<file path="config.mk">
export PLATFORM = sky130hd
export DESIGN_NAME = seg7_scan4_flat
export DESIGN_NICKNAME = d
export VERILOG_FILES = /design/src/rtl/seg7_scan4_if.sv /design/src/rtl/seg7_scan4.sv /design/src/flat_wrapper.sv
export SDC_FILE = /design/constraint.sdc
export NUM_CORES = 1
export LEC_CHECK = 0
export CORE_MARGIN = 2
export CORE_UTILIZATION = 40
export CTS_CLUSTER_SIZE = 30
export DETAILED_ROUTE_END_ITERATION = 12
export PLACE_DENSITY_LB_ADDON = 0.25
export RECOVER_POWER = 25
export SLEW_MARGIN = 20
export SYNTH_ARGS = -nofsm -noshare
export SYNTH_HDL_FRONTEND = slang
export SYNTH_SLANG_ARGS = --single-unit
</file>
<file path="constraint.sdc">
create_clock -name clk -period 2.73 [get_ports clk]
set_clock_uncertainty 0.15 [all_clocks]
set_input_delay 0.273 -clock clk [delete_from_list [all_inputs] [get_ports clk]]
set_output_delay 0.273 -clock clk [all_outputs]
set_load 0.01 [all_outputs]
</file>
<file path="src/rtl/seg7_scan4_if.sv">
// Digit-set input and multiplexed display output bundle for the 4-digit scanner.
// load is a strobe with no back-pressure. Every rising edge with load=1 captures
// A..D and dp. The scanner is always ready, so the interface has no ready signal.
interface seg7_scan4_if;
    logic       load;
    logic [3:0] A;
    logic [3:0] B;
    logic [3:0] C;
    logic [3:0] D;
    logic [3:0] dp;
    logic [3:0] an;
    logic [6:0] seg;
    logic       dp_n;
    logic       frame;
    logic [1:0] dbg_idx;

    modport master (
        output load, A, B, C, D, dp,
        input  an, seg, dp_n, frame, dbg_idx
    );

    modport slave (
        input  load, A, B, C, D, dp,
        output an, seg, dp_n, frame, dbg_idx
    );
endinterface

</file>
<file path="src/rtl/seg7_scan4.sv">
// Four-digit common-anode 7-segment scanner with a shadow capture register,
// leading-zero blanking, and dead-time between digit slots.
module seg7_scan4 #(
    parameter int PRESCALE     = 1000,
    parameter int BLANK_CYCLES = 16,
    parameter int LZ_BLANK     = 1
) (
    input  logic         clk,
    input  logic         rst,
    seg7_scan4_if.slave  bus
);
    typedef logic [3:0] nib_t;

    nib_t        shadow_q [4];
    nib_t        shadow_d [4];
    nib_t        cap      [4];
    logic [3:0]  sdp_q, sdp_d;
    logic [15:0] presc_q, presc_d;
    logic [1:0]  idx_q, idx_d;
    logic [3:0]  an_q, an_d;
    logic [6:0]  seg_q, seg_d;
    logic        dpn_q, dpn_d;
    logic        frame_q, frame_d;
    logic        terminal;

    function automatic logic [6:0] decode(input nib_t v);
        logic [6:0] s;
        case (v)
            4'h0:    s = 7'h40;
            4'h1:    s = 7'h79;
            4'h2:    s = 7'h24;
            4'h3:    s = 7'h30;
            4'h4:    s = 7'h19;
            4'h5:    s = 7'h12;
            4'h6:    s = 7'h02;
            4'h7:    s = 7'h78;
            4'h8:    s = 7'h00;
            4'h9:    s = 7'h10;
            4'hF:    s = 7'h7F;
            default: s = 7'h3F;
        endcase
        return s;
    endfunction

    // A zero is blanked only if every more-significant digit is already blank.
    always_comb begin
        cap[0] = bus.A;
        cap[1] = bus.B;
        cap[2] = bus.C;
        cap[3] = bus.D;
        if (LZ_BLANK != 0) begin
            if (cap[3] == 4'h0) cap[3] = 4'hF;
            if (cap[2] == 4'h0 && cap[3] == 4'hF) cap[2] = 4'hF;
            if (cap[1] == 4'h0 && cap[2] == 4'hF) cap[1] = 4'hF;
        end
    end

    always_comb begin
        shadow_d = shadow_q;
        sdp_d    = sdp_q;
        if (bus.load) begin
            shadow_d = cap;
            sdp_d    = bus.dp;
        end

        terminal = (presc_q == 16'(PRESCALE - 1));
        presc_d  = terminal ? 16'd0 : presc_q + 16'd1;
        idx_d    = terminal ? idx_q + 2'd1 : idx_q;
        frame_d  = terminal && (idx_q == 2'd3);

        // Anodes follow the incoming prescaler value, so they line up with the slot.
        an_d = 4'hF;
        if (presc_d >= 16'(BLANK_CYCLES)) an_d[idx_d] = 1'b0;

        seg_d = decode(shadow_q[idx_q]);
        dpn_d = ~sdp_q[idx_q];
        if (shadow_q[idx_q] == 4'hF && !sdp_q[idx_q]) dpn_d = 1'b1;
    end

    always_ff @(posedge clk or negedge rst) begin
        if (!rst) begin
            shadow_q <= '{default: 4'hF};
            sdp_q    <= 4'h0;
            presc_q  <= 16'd0;
            idx_q    <= 2'd0;
            an_q     <= 4'hF;
            seg_q    <= 7'h7F;
            dpn_q    <= 1'b1;
            frame_q  <= 1'b0;
        end else begin
            shadow_q <= shadow_d;
            sdp_q    <= sdp_d;
            presc_q  <= presc_d;
            idx_q    <= idx_d;
            an_q     <= an_d;
            seg_q    <= seg_d;
            dpn_q    <= dpn_d;
            frame_q  <= frame_d;
        end
    end

    assign bus.an      = an_q;
    assign bus.seg     = seg_q;
    assign bus.dp_n    = dpn_q;
    assign bus.frame   = frame_q;
    assign bus.dbg_idx = idx_q;
endmodule

</file>
<file path="src/flat_wrapper.sv">
// flat-port wrapper written by rule: the top's interface ports become plain ports
module seg7_scan4_flat 
#(
    parameter int PRESCALE     = 1000,
    parameter int BLANK_CYCLES = 16,
    parameter int LZ_BLANK     = 1
)
  (clk, rst, bus_load, bus_A, bus_B, bus_C, bus_D, bus_dp, bus_an, bus_seg, bus_dp_n, bus_frame, bus_dbg_idx);
  seg7_scan4_if bus_i ();
  input  logic clk;
  input  logic rst;
  input wire logic [$bits(bus_i.load)-1:0] bus_load;
  input wire logic [$bits(bus_i.A)-1:0] bus_A;
  input wire logic [$bits(bus_i.B)-1:0] bus_B;
  input wire logic [$bits(bus_i.C)-1:0] bus_C;
  input wire logic [$bits(bus_i.D)-1:0] bus_D;
  input wire logic [$bits(bus_i.dp)-1:0] bus_dp;
  output wire logic [$bits(bus_i.an)-1:0] bus_an;
  output wire logic [$bits(bus_i.seg)-1:0] bus_seg;
  output wire logic [$bits(bus_i.dp_n)-1:0] bus_dp_n;
  output wire logic [$bits(bus_i.frame)-1:0] bus_frame;
  output wire logic [$bits(bus_i.dbg_idx)-1:0] bus_dbg_idx;
  assign bus_i.load = bus_load;
  assign bus_i.A = bus_A;
  assign bus_i.B = bus_B;
  assign bus_i.C = bus_C;
  assign bus_i.D = bus_D;
  assign bus_i.dp = bus_dp;
  assign bus_an = bus_i.an;
  assign bus_seg = bus_i.seg;
  assign bus_dp_n = bus_i.dp_n;
  assign bus_frame = bus_i.frame;
  assign bus_dbg_idx = bus_i.dbg_idx;
  seg7_scan4 #(.PRESCALE(PRESCALE), .BLANK_CYCLES(BLANK_CYCLES), .LZ_BLANK(LZ_BLANK)) u_core (.clk(clk), .rst(rst), .bus(bus_i));
endmodule
</file>
==> metrics.csv <==
stage;metric;value;unit
clock_tree;cts.sinks;51;
global_route;grt_max_degree;40;
clock_tree;ctsResizeCount;0;
placed_design;gp_congestion;0.854;
route;wire_per_inst;15.0;µm
synthesis;yosys.cell_types.count;48;
worst_setup_path;crit_slowest_cell;dfrtp_1;
worst_setup_path;cp-start-kind;register;
clock_tree;insertion_delay;0.31;ns
timing;finalSetupTns;0;ns
worst_setup_path;crit_buf_inv;0;
route;first_pass_iters;4;
global_route;track_usage;0.156;
clock_tree;postCtsHoldBufs;1;
clock_tree;cts_buffer_depth;2;
clock_tree;path_clk_slew;0.09;ns
route;drt_wl_total;5150;µm
timing;min_period;2.36;ns
timing;rsz0062_at_grt;no;
clock_tree;cts_setup_buffers;0;
placed_design;hpwlAfterDp;3730;µm
pwr;peakVddDrop;243;µV
die;pin_count;38;
placed_design;portBuffers;37;
cells_and_area;final_net_count;296;
synthesis;synth_nets;255;
pwr;power_density;518;nW/µm²
timing;slew_headroom;0.368;
cells_and_area;fin_util;0.499;
worst_setup_path;crit_path_end_kind;register;
timing;tightest_slew;0.947;ns
synthesis;syn_area_per_cell;11.3;µm²
timing;finalCritPeriodShare;0.863;
worst_setup_path;critPathMaxStageDelay;0.47;ns
synthesis;synth_top_area_share;0.290;
die;core;6240;µm²
synthesis;synth_edf_count;0;
synthesis;ys_top_cells_by_area;dfstp_2 (29%), dfrtp_1 (23%), mux2_2 (4.0%), mux4_2 (3.5%), ha_1 (3.4%);
die;die_w;83.7;µm
timing;hold_viol;0;
route;drcViolationCount;0;
outcome;status;complete, no violations;
worst_setup_path;cp_max_fo;5;
synthesis;ys_seq_area_frac;0.517;
global_route;grt_pass1_wl;8630;µm
synthesis;async_flop_share;1.00;
clock_tree;numCtsBuffers;5;
worst_setup_path;critPathTopFamily;compound AO/OA/AOI/OAI gates;
hold_path;worstHoldPathType;reg -> reg;
clock_tree;cts-root-buf;clkbuf_8;
timing;fmax;425;MHz
synthesis;synthTopCellsByCount;dfstp_2 (28), dfrtp_1 (23), nor2_1 (20);
clock_tree;h-tree-depth;2;
worst_setup_path;arrival;2.45;ns
synthesis;yosysWarnings;0;
pwr;leakagePower;0.00126;µW
cells_and_area;num_antenna_cells;0;
global_route;antenna_found_initial;0;
timing;hold_slack;0.356;ns
timing;report.final.slew_viol_count;0;
route;vias;1888;
worst_setup_path;required;2.82;ns
cells_and_area;drive_above_1_share;0.251;
worst_setup_path;worstSetupPathType;reg -> reg;
placed_design;dpl.cell_count;335;
die;start_util;0.407;
run;maxCapViolCount;0;
synthesis;synth_top_area_cell;dfstp_2;
route;ant_nets;0;
die;dieArea;7000;µm²
clock_tree;cts_tree;built;
timing;setup_viol;0;
global_route;grt_pass1_vias;1793;
synthesis;netlist_area;2540;µm²
synthesis;synthCells;225;
global_route;grt_remaining_overflow;0;
route;dr.first_iter.drc_count;106;
cells_and_area;area_growth;22.6;%
die;rows;29;
synthesis;ys.flop_type;dfstp_2;
synthesis;ys_ff_latch;51;
route;vias_per_cell;5.49;
worst_setup_path;worstPathCellList;ha_1, and4bb_2, and3_1, o211ai_1, a2111oi_0, o2111ai_1, nand3_1;
synthesis;yosysMostFrequentCell;dfstp_2;
cells_and_area;layoutNonFillerInstCount;344;
die;fp.dieH;83.7;µm
## power by group
group	switching [µW]	total, µW	internal [µW]
Clock	255	552	297
Sequential	19.1	851	832
Combinational	94.0	208	114
## layout make-up
type / count / area (µm²)
timing repair buffer: 43 / 413
tap: 77 / 96.3
fill: 613 / 3130
inverter: 9 / 33.8
clock buffer: 6 / 82.6
multi-input combinational: 156 / 1140
clock inverter: 2 / 35.0
sequential: 51 / 1310
## routing by layer
layer / global-route usage / up-vias / share of wire
met5: 0 / - / 0
met4: 0.0557 / 0 / 0.0082
met3: 0.0406 / 4 / 0.042
met2: 0.246 / 51 / 0.47
met1: 0.209 / 940 / 0.48
li1: - / 893 / -
## metrics by stage
step                      cell area, µm²  setup slack (ns)  power, µW
final                               3110             0.375       1610
after global routing                3110             0.187       1690
after CTS                           3110             0.371       1640
after detailed placement            2990             0.411       1080
after global placement              2990             0.480       1070
after floorplan                     2540             0.666        961
## worst paths after layout
| check | slack [ns] | cells after the start | end | startpoint |
|---|---|---|---|---|
| max | 0.37 | 7 | u_core.bus.an[3] | u_core.presc_q[0] |
| min | 0.36 | 1 | u_core.sdp_q[2] | u_core.sdp_q[2] |
| max reg2reg | 0.37 | 7 | u_core.bus.an[3] | u_core.presc_q[0] |
| min reg2reg | 0.36 | 1 | u_core.sdp_q[2] | u_core.sdp_q[2] |
| max in group asynchronous | 1.13 | 3 | u_core.shadow_q[13] | rst |
| min in group asynchronous | 0.50 | 2 | u_core.presc_q[13] | rst |
## cell families after synthesis
kind of cell | synth area share
adders and majority gates | 0.0345
and+or+nand+nor | 0.182
DFF | 0.517
buffers and inverters | 0.0340
AOI/OAI and AO/OA | 0.104
xor gates and xnor gates | 0.0448
muxes | 0.0833
## cells in the final DEF (no fill, tap or decap), types with 2 or more instances in the layout
| master | count |
|---|---|
| xnor2_1 | 8 |
| a21oi_1 | 7 |
| nor3_1 | 7 |
| clkdlybuf4s50_1 | 36 |
| inv_1 | 9 |
| mux4_2 | 4 |
| and3_1 | 2 |
| nand3_1 | 11 |
| nor2_1 | 20 |
| dfrtp_1 | 23 |
| nor2b_1 | 2 |
| or2_2 | 2 |
| dfstp_2 | 28 |
| clkbuf_8 | 6 |
| mux2_2 | 9 |
| o22a_1 | 8 |
| xor2_1 | 5 |
| or3_2 | 2 |
| nand4_1 | 3 |
| and4_1 | 2 |
| nand4_4 | 2 |
| nor4_1 | 5 |
| ha_1 | 7 |
| buf_4 | 5 |
| nand2_1 | 17 |
| a22oi_1 | 2 |
| o21ai_0 | 12 |
| mux2i_1 | 2 |
## sequential cells by signal (all words and copies together) (netlist names)
name                flops
u_core.bus.dp_n         1
u_core.bus.seg          7
u_core.bus.frame        1
u_core.bus.dbg_idx      2
u_core.shadow_q        16
u_core.bus.an           4
u_core.presc_q         16
u_core.sdp_q            4
No activity file was read; power rests on OpenSTA's default activity.
